**config.mk**
```make
export PLATFORM = sky130hd
export DESIGN_NAME = mux2_arbiter
export DESIGN_NICKNAME = d
export VERILOG_FILES = /design/src/rtl/mux2_arbiter.sv
export SDC_FILE = /design/constraint.sdc
export NUM_CORES = 1
export LEC_CHECK = 0
export BUFFER_PORTS_ARGS = -buffer_cell sky130_fd_sc_hd__buf_2
export CAP_MARGIN = 10
export CELL_PAD_IN_SITES_DETAIL_PLACEMENT = 1
export CELL_PAD_IN_SITES_GLOBAL_PLACEMENT = 1
export CORE_ASPECT_RATIO = 0.7
export CORE_MARGIN = 3
export CORE_UTILIZATION = 33
export DETAILED_ROUTE_END_ITERATION = 10
export GPL_ROUTABILITY_DRIVEN = 1
export PLACE_DENSITY = 0.93
export SLEW_MARGIN = 20
export SYNTH_ARGS = -nofsm -noshare
export SYNTH_HDL_FRONTEND = slang
export SYNTH_SLANG_ARGS = --single-unit
```
**constraint.sdc**
```tcl
create_clock -name clk -period 3.7 [get_ports clk]
set_clock_uncertainty 0.15 [all_clocks]
set_input_delay 0.185 -clock clk [delete_from_list [all_inputs] [get_ports clk]]
set_output_delay 0.185 -clock clk [all_outputs]
set_load 0.01 [all_outputs]
```
**src/rtl/mux2_arbiter.sv**
```systemverilog
// mux2_arbiter: round-robin arbiter that owns the select of a 2:1 channel mux and holds each grant for a packet, capped at MAX_BURST words
// Ports: clk, n_reset (async active-low); requester A (req_a, a_data, a_last) and B (req_b, b_data, b_last);
//        consumer out_ready; shared channel out_valid/out_data/out_last; sel (0 = A, 1 = B); gnt_a, gnt_b; burst_cnt
module mux2_arbiter #(
  parameter int DATA_W    = 8,
  parameter int MAX_BURST = 4
) (
  input  logic              clk,
  input  logic              n_reset,
  input  logic              req_a,
  input  logic [DATA_W-1:0] a_data,
  input  logic              a_last,
  input  logic              req_b,
  input  logic [DATA_W-1:0] b_data,
  input  logic              b_last,
  input  logic              out_ready,
  output logic              out_valid,
  output logic [DATA_W-1:0] out_data,
  output logic              out_last,
  output logic              sel,
  output logic              gnt_a,
  output logic              gnt_b,
  output logic [3:0]        burst_cnt
);
  typedef enum logic [1:0] {IDLE, OWN_A, OWN_B} state_t;
  localparam logic [3:0] CAP = 4'(MAX_BURST - 1);
  state_t state, state_nx, idle_pick, other;
  logic last_served;
  logic xfer, req_own, req_other, rel;
  assign gnt_a     = state == OWN_A;
  assign gnt_b     = state == OWN_B;
  assign out_data  = sel ? b_data : a_data;
  assign out_last  = sel ? b_last : a_last;
  assign out_valid = (gnt_a & req_a) | (gnt_b & req_b);
  assign xfer      = out_valid & out_ready;
  always_comb begin
    req_own   = gnt_b ? req_b : req_a;
    req_other = gnt_b ? req_a : req_b;
    other     = gnt_b ? OWN_A : OWN_B;
    // last_served = 1 means B went last, so A wins a tie
    idle_pick = (req_a & req_b) ? (last_served ? OWN_A : OWN_B) :
                req_a ? OWN_A : req_b ? OWN_B : IDLE;
    // packet end, burst cap, or a grant abandoned before its first word
    rel       = (state != IDLE) & ((xfer & (out_last | burst_cnt == CAP)) |
                                   (~req_own & burst_cnt == 4'd0));
    state_nx  = (state == IDLE) ? idle_pick :
                rel ? (req_other ? other : IDLE) : state;
  end
  always_ff @(posedge clk or negedge n_reset) begin
    if (!n_reset) begin
      state       <= IDLE;
      sel         <= 1'b0;
      last_served <= 1'b1;
      burst_cnt   <= 4'd0;
    end else begin
      state <= state_nx;
      sel   <= (state_nx == OWN_B) ? 1'b1 : (state_nx == OWN_A) ? 1'b0 : sel;
      if (rel) begin
        last_served <= gnt_b;
        burst_cnt   <= 4'd0;
      end else if (xfer) begin
        burst_cnt <= burst_cnt + 4'd1;
      end
    end
  end
endmodule

```
==> flow_summary.yaml, run 1 <==
cts:
  clk_pin_slew_ps: 60
  cts_tree: "done"
  numCtsBuffers: 3
  clk_path_buf_depth: 2
  clock_latency_ps: 260
  clockRootBuffer: "clkbuf_4"
  cts_num_sinks: 8
  post_cts_buffers: 0
  cts_htree_levels: 1
worst_setup_path:
  end_kind: "flop"
  timing.rr.start: "burst_cnt[0]"
  critPathLaunchType: "flop"
  crit_slowest_cell: "dfrtp_1"
  r2r_slack_ps: 1090
  critical-path-max-stage-delay_ps: 420
  rr_worst_depth: 8
  worst-path-buf-inv: 1
  cp_max_fo: 4
  critPathKind: "flop to flop"
  cp.required_ps: 3690
  rr_endpoint: "sel"
  crit_family: "compound AO/OA/AOI/OAI gates"
  crit_arrival_ps: 2600
  cp_cell_sequence: "inv_1, ha_1, nor3b_1, o211ai_1, a21boi_0, o221ai_1, ha_1, mux2_2"
  crit_top_cell: "ha_1"
drt:
  num_vias: 695
  drcViolationCount: 0
  wl_met2_mm: 1.16
  ant_nets: 0
  wl_met1_mm: 1.07
  route.met3.wl_um: 37
  drt_wl_total_mm: 2.27
  drt_first_pass_iters: 4
  routedWlPerCell_um: 17.4
  top_layer: "met3"
  drt-initial-drc-count: 31
  via_per_inst: 5.35
synth:
  synthTopCellsByArea: "dfrtp_1, mux2_2, ha_1, o211ai_1, dfstp_2"
  synth_area_um2: 689
  synth_ff_type: "dfrtp_1"
  async_flop_share_pct: 100
  yosys_register_bits: 8
  synth-edff-count: 0
  yosys.area.top_type: "dfrtp_1"
  yosysWarnings: 0
  syn_inst: 67
  ys_seq_area_share_pct: 29.2
  syn_area_per_cell_um2: 10.3
  ys_types: 32
  yosys.area.top_type_share_pct: 25.4
  synth_nets: 93
floorplan:
  die_w_um: 60.6
  core_area_um2: 1920
  rows: 13
  io_pins: 40
  dieHeight_um: 44.2
  start_util_pct: 35.9
  die-area_um2: 2680
min_path:
  hp-class: "input port to flop"
  hp-start: "req_a"
  whs_path_depth: 2
pwr:
  power.leakage_nw: 0.490
  pwr-share-comb_pct: 59.6
  p_switching_uw: 281
  p_per_area_nw_per_um2: 692
  p_seq_share_pct: 28.6
  max-vdd-ir-drop_mv: 0.228
  pwr-share-clk_pct: 11.8
  cell_internal_pwr_uw: 355
  swShare_pct: 44.2
place:
  routabilityCongestion: 0.769
  portBuffers: 39
  hpwl_mm: 1.95
  place_ws_ps: 1120
layout:
  n_fill_cell: 233
  fin_util_pct: 48.0
  fin_nets: 135
  diodes: 0
  synthToLayoutAreaGrowth_pct: 33.6
  drive_gt1_share_pct: 51.9
outcome:
  status: "complete, no violations"
flow_run:
  cap_viol_max_count: 0
sta:
  setup_viol: 0
  relSlewSlack_pct: 71.8
  finalHoldViolCount: 0
  period_share_pct: 70.4
  tightest_slew_ps: 423
  fin_hold_ws_ps: 132
  timing.final.crit_period_ps: 2610
  fin_setup_tns_ps: 0
  slew_violations: 0
  timing.fmax_mhz: 384
  rsz0062_at_grt: "no"
  timing.final.ws_setup_ps: 1090
global_routing:
  antenna_found_initial: 0
  grt_overflow_total: 0
  track_usage_pct: 18.8
  first_global_vias: 720
  grt_max_degree: 13
  grt_pass1_wl_mm: 3.76
placed cells by master (no fill, tap or decap), types with 3 or more instances in the layout:
master and n:
buf_2 39, mux2_2 9, dfrtp_1 7, a21oi_1 5, o211ai_1 4, inv_1 3
nand3_1 3, ha_1 3, clkbuf_4 3
layer usage:
metal  vias to the layer above  track usage (%)
li1                        337                -
met1                       348             26.9
met2                        10             30.7
met3                         0             3.79
met4                         0             1.30
met5                         -                0
how the worst max path moves through the flow:
stage,start,endpoint,depth (start not counted)
final,burst_cnt[0],sel,8
after global routing,burst_cnt[1],sel,7
after CTS,burst_cnt[1],sel,7
after detailed placement,burst_cnt[1],sel,7
after global placement,sel,sel,6
after floorplan,burst_cnt[1],sel,7
kinds of logic (layout without fill, tap and decap cells):
kind of cell    Yosys count  in the layout  synth area share [%]
fa+ha+maj                 3              3                  5.45
xor+xnor                  3              3                  3.81
buf+inv                   6             47                  5.63
compound gates           20             20                  22.5
mux                      11             11                  18.3
flops                     8              8                  29.2
simple gates             16             16                  15.1
metrics by stage:
stage                     instances  cell area (µm²)  total power [mW]
after detailed placement        125              885             0.557
after floorplan                  67              689             0.449
final                           130              921             0.637
after CTS                       130              921             0.637
after global placement          125              885             0.535
after global routing            130              921             0.696
synthesized netlist by cell type (2+ instances only):
cell      number
nor3b_1        2
a21oi_1        5
inv_1          3
buf_6          2
o221ai_1       2
mux2_2         9
nand3_1        3
nand2b_1       2
o21a_1         2
o211ai_1       4
nor2b_1        2
and3b_1        2
xor2_1         2
dfrtp_1        7
ha_1           3
power groups by stage:
stage | combinational, mW | clock [mW] | sequential, mW
2_1_floorplan | 0.295 | 0 | 0.155
3_3_place_gp | 0.360 | 0 | 0.175
3_5_place_dp | 0.375 | 0 | 0.182
4_1_cts | 0.382 | 0.0760 | 0.180
5_1_grt | 0.422 | 0.0811 | 0.193
6_report | 0.380 | 0.0752 | 0.182
cell type report:
class | instances | area [µm²] | area share [%]
Clock buffer | 4 | 26.3 | 2.85
Multi-Input combinational cell | 53 | 449 | 48.8
Sequential cell | 8 | 201 | 21.9
Timing Repair Buffer | 40 | 205 | 22.3
Inverter | 3 | 11.3 | 1.22
Tap cell | 22 | 27.5 | 2.99
timing repair:
action / CTS / global route
resized for setup: 0 / 0
hold endpoints to repair: 8 / 0
hold buffers: 1 / 0
(Power assumes the default switching activity.)
==> inputs of run 2 (changes only) <==
- CORE_UTILIZATION: 33 -> 27
- PLACE_DENSITY: 0.93 -> 0.83
- clock period: 3.7 -> 2.3 ns (I/O delays scaled with it)
==> run 2 against run 1 <==
Effect of this change: maximum frequency is 14% higher; sequential power is 36% higher; total power is 91% higher; clock-buffer cell count stayed put; largest power group unchanged; wire length is 9.2% higher; sequential share of layout area is 2.8 points lower; critical path depth stayed put; worst hold slack worse by 100 ps; sequential cell count stayed put; worst setup slack worse by 1100 ps; largest cell class unchanged; highest routed layer is now met4; cell count is 16% higher.
==> flow_summary.yaml, run 2 (same netlist as run 1, synthesis figures left out) <==
floorplan:
  die_w_um: 66.4
  rows: 14
  io_pins: 40
  dieHeight_um: 48.3
  die-area_um2: 3210
  core_area_um2: 2280
  start_util_pct: 30.3
worst_setup_path:
  crit_arrival_ps: 2280
  critPathKind: "flop to flop"
  cp_max_fo: 3
  end_kind: "flop"
  critPathLaunchType: "flop"
  cp.required_ps: 2300
drt:
  drt-initial-drc-count: 20
  drt_first_pass_iters: 4
  num_vias: 754
  via_per_inst: 4.99
  routedWlPerCell_um: 16.4
  ant_nets: 0
  drt_wl_total_mm: 2.47
  drcViolationCount: 0
pwr:
  p_seq_share_pct: 20.3
  max-vdd-ir-drop_mv: 0.351
  swShare_pct: 42.5
  power.leakage_nw: 0.554
  pwr-share-comb_pct: 69.4
  cell_internal_pwr_uw: 698
  pwr-share-clk_pct: 10.3
  p_switching_uw: 517
  p_per_area_nw_per_um2: 1150
place:
  place_inst: 142
  routabilityCongestion: 0.795
  portBuffers: 39
  hpwl_mm: 2.04
  place_ws_ps: -122
layout:
  fin_nets: 146
  fin_util_pct: 46.4
  synthToLayoutAreaGrowth_pct: 53.2
  final_cell_mix: "buf_2, buf_4, mux2_2, dfrtp_1, a21oi_1"
  final_common_cell: "buf_2"
  diodes: 0
  finalNonFillerCells: 151
  drive_gt1_share_pct: 60.5
sta:
  rsz0062_at_grt: "yes"
  relSlewSlack_pct: 79.4
  fin_setup_tns_ps: 0
  finalHoldViolCount: 0
  slew_violations: 0
  timing.final.ws_setup_ps: 11.4
  setup_viol: 0
  timing.fmax_mhz: 437
  period_share_pct: 99.5
  tightest_slew_ps: 307
  timing.final.crit_period_ps: 2290
cts:
  numCtsBuffers: 3
  clk_path_buf_depth: 2
  clk_pin_slew_ps: 60
  clockRootBuffer: "clkbuf_4"
  cts_htree_levels: 1
  cts_tree: "done"
  clock_latency_ps: 260
  cts_num_sinks: 8
outcome:
  status: "complete, no violations"
global_routing:
  use_met3_pct: 0.691
  track_usage_pct: 16.0
  first_global_vias: 785
  antenna_found_initial: 0
  grtUsageMet2_pct: 30.0
  grt-busiest-layer: "met2"
  grt_pass1_wl_mm: 3.73
  grt_util_met1_pct: 19.6
  grt_max_degree: 11
  grt_overflow_total: 0
min_path:
  hp-class: "input port to flop"
flow_run:
  cap_viol_max_count: 0
==> run 2: final cells by class <==
cell class                 instances  area [µm²]
clock buffer                       4        26.3
fill                             284        1220
inverter                           3        11.3
multi-input combinational         53         489
sequential                         8         201
tap                               32        40.0
timing repair buffer              51         288
==> run 2: per-layer routing <==
layer	up-vias	part of all wire (%)
met5	-	0
li1	356	-
met1	367	44
met3	6	3.4
met2	25	50
met4	0	2.7
==> run 2: metrics by stage <==
step | hold WS [ps] | power [mW] | instance area, µm²
4_1_cts | 24.1 | 1.17 | 1030
3_5_place_dp | -181 | 0.964 | 950
2_1_floorplan | -331 | 0.724 | 689
3_3_place_gp | -180 | 0.930 | 950
6_report | 30.2 | 1.21 | 1060
5_1_grt | 60.9 | 1.29 | 1060
==> run 2: final timing paths <==
kind	slack (ps)	start	end	depth (start not counted)
min reg2reg	410	last_served	last_served	1
min in group asynchronous	80	n_reset	burst_cnt[2]	2
max in group asynchronous	1680	n_reset	last_served	2
max reg2reg	10	burst_cnt[0]	sel	8
max	10	burst_cnt[0]	sel	8
min	30	req_b	flop	3
==> run 2: power by group through the flow <==
stage / Clock (mW) / Combinational (mW) / Sequential, mW
after global placement: 0 / 0.687 / 0.243
after global routing: 0.132 / 0.905 / 0.253
after detailed placement: 0 / 0.716 / 0.248
final: 0.125 / 0.843 / 0.247
after floorplan: 0 / 0.476 / 0.249
after CTS: 0.127 / 0.797 / 0.246
==> run 2: timing repair <==
action	4_1_cts	5_1_grt
gates cloned	0	0
pin swaps	2	1
endpoints found under the hold margin	8	0
endpoints found under the setup margin	1	1
gates resized for setup	5	3
buffers inserted	3	1
hold buffers	1	0
==> run 2: worst max-delay path, cell delays in order, from the launching register on <==
cell and delay, ps:
dfrtp_1 410, inv_1 100, ha_1 140, nor3b_2 180, o211ai_1 170, a21boi_2 240, o221ai_2 140, ha_1 330
mux2_4 310
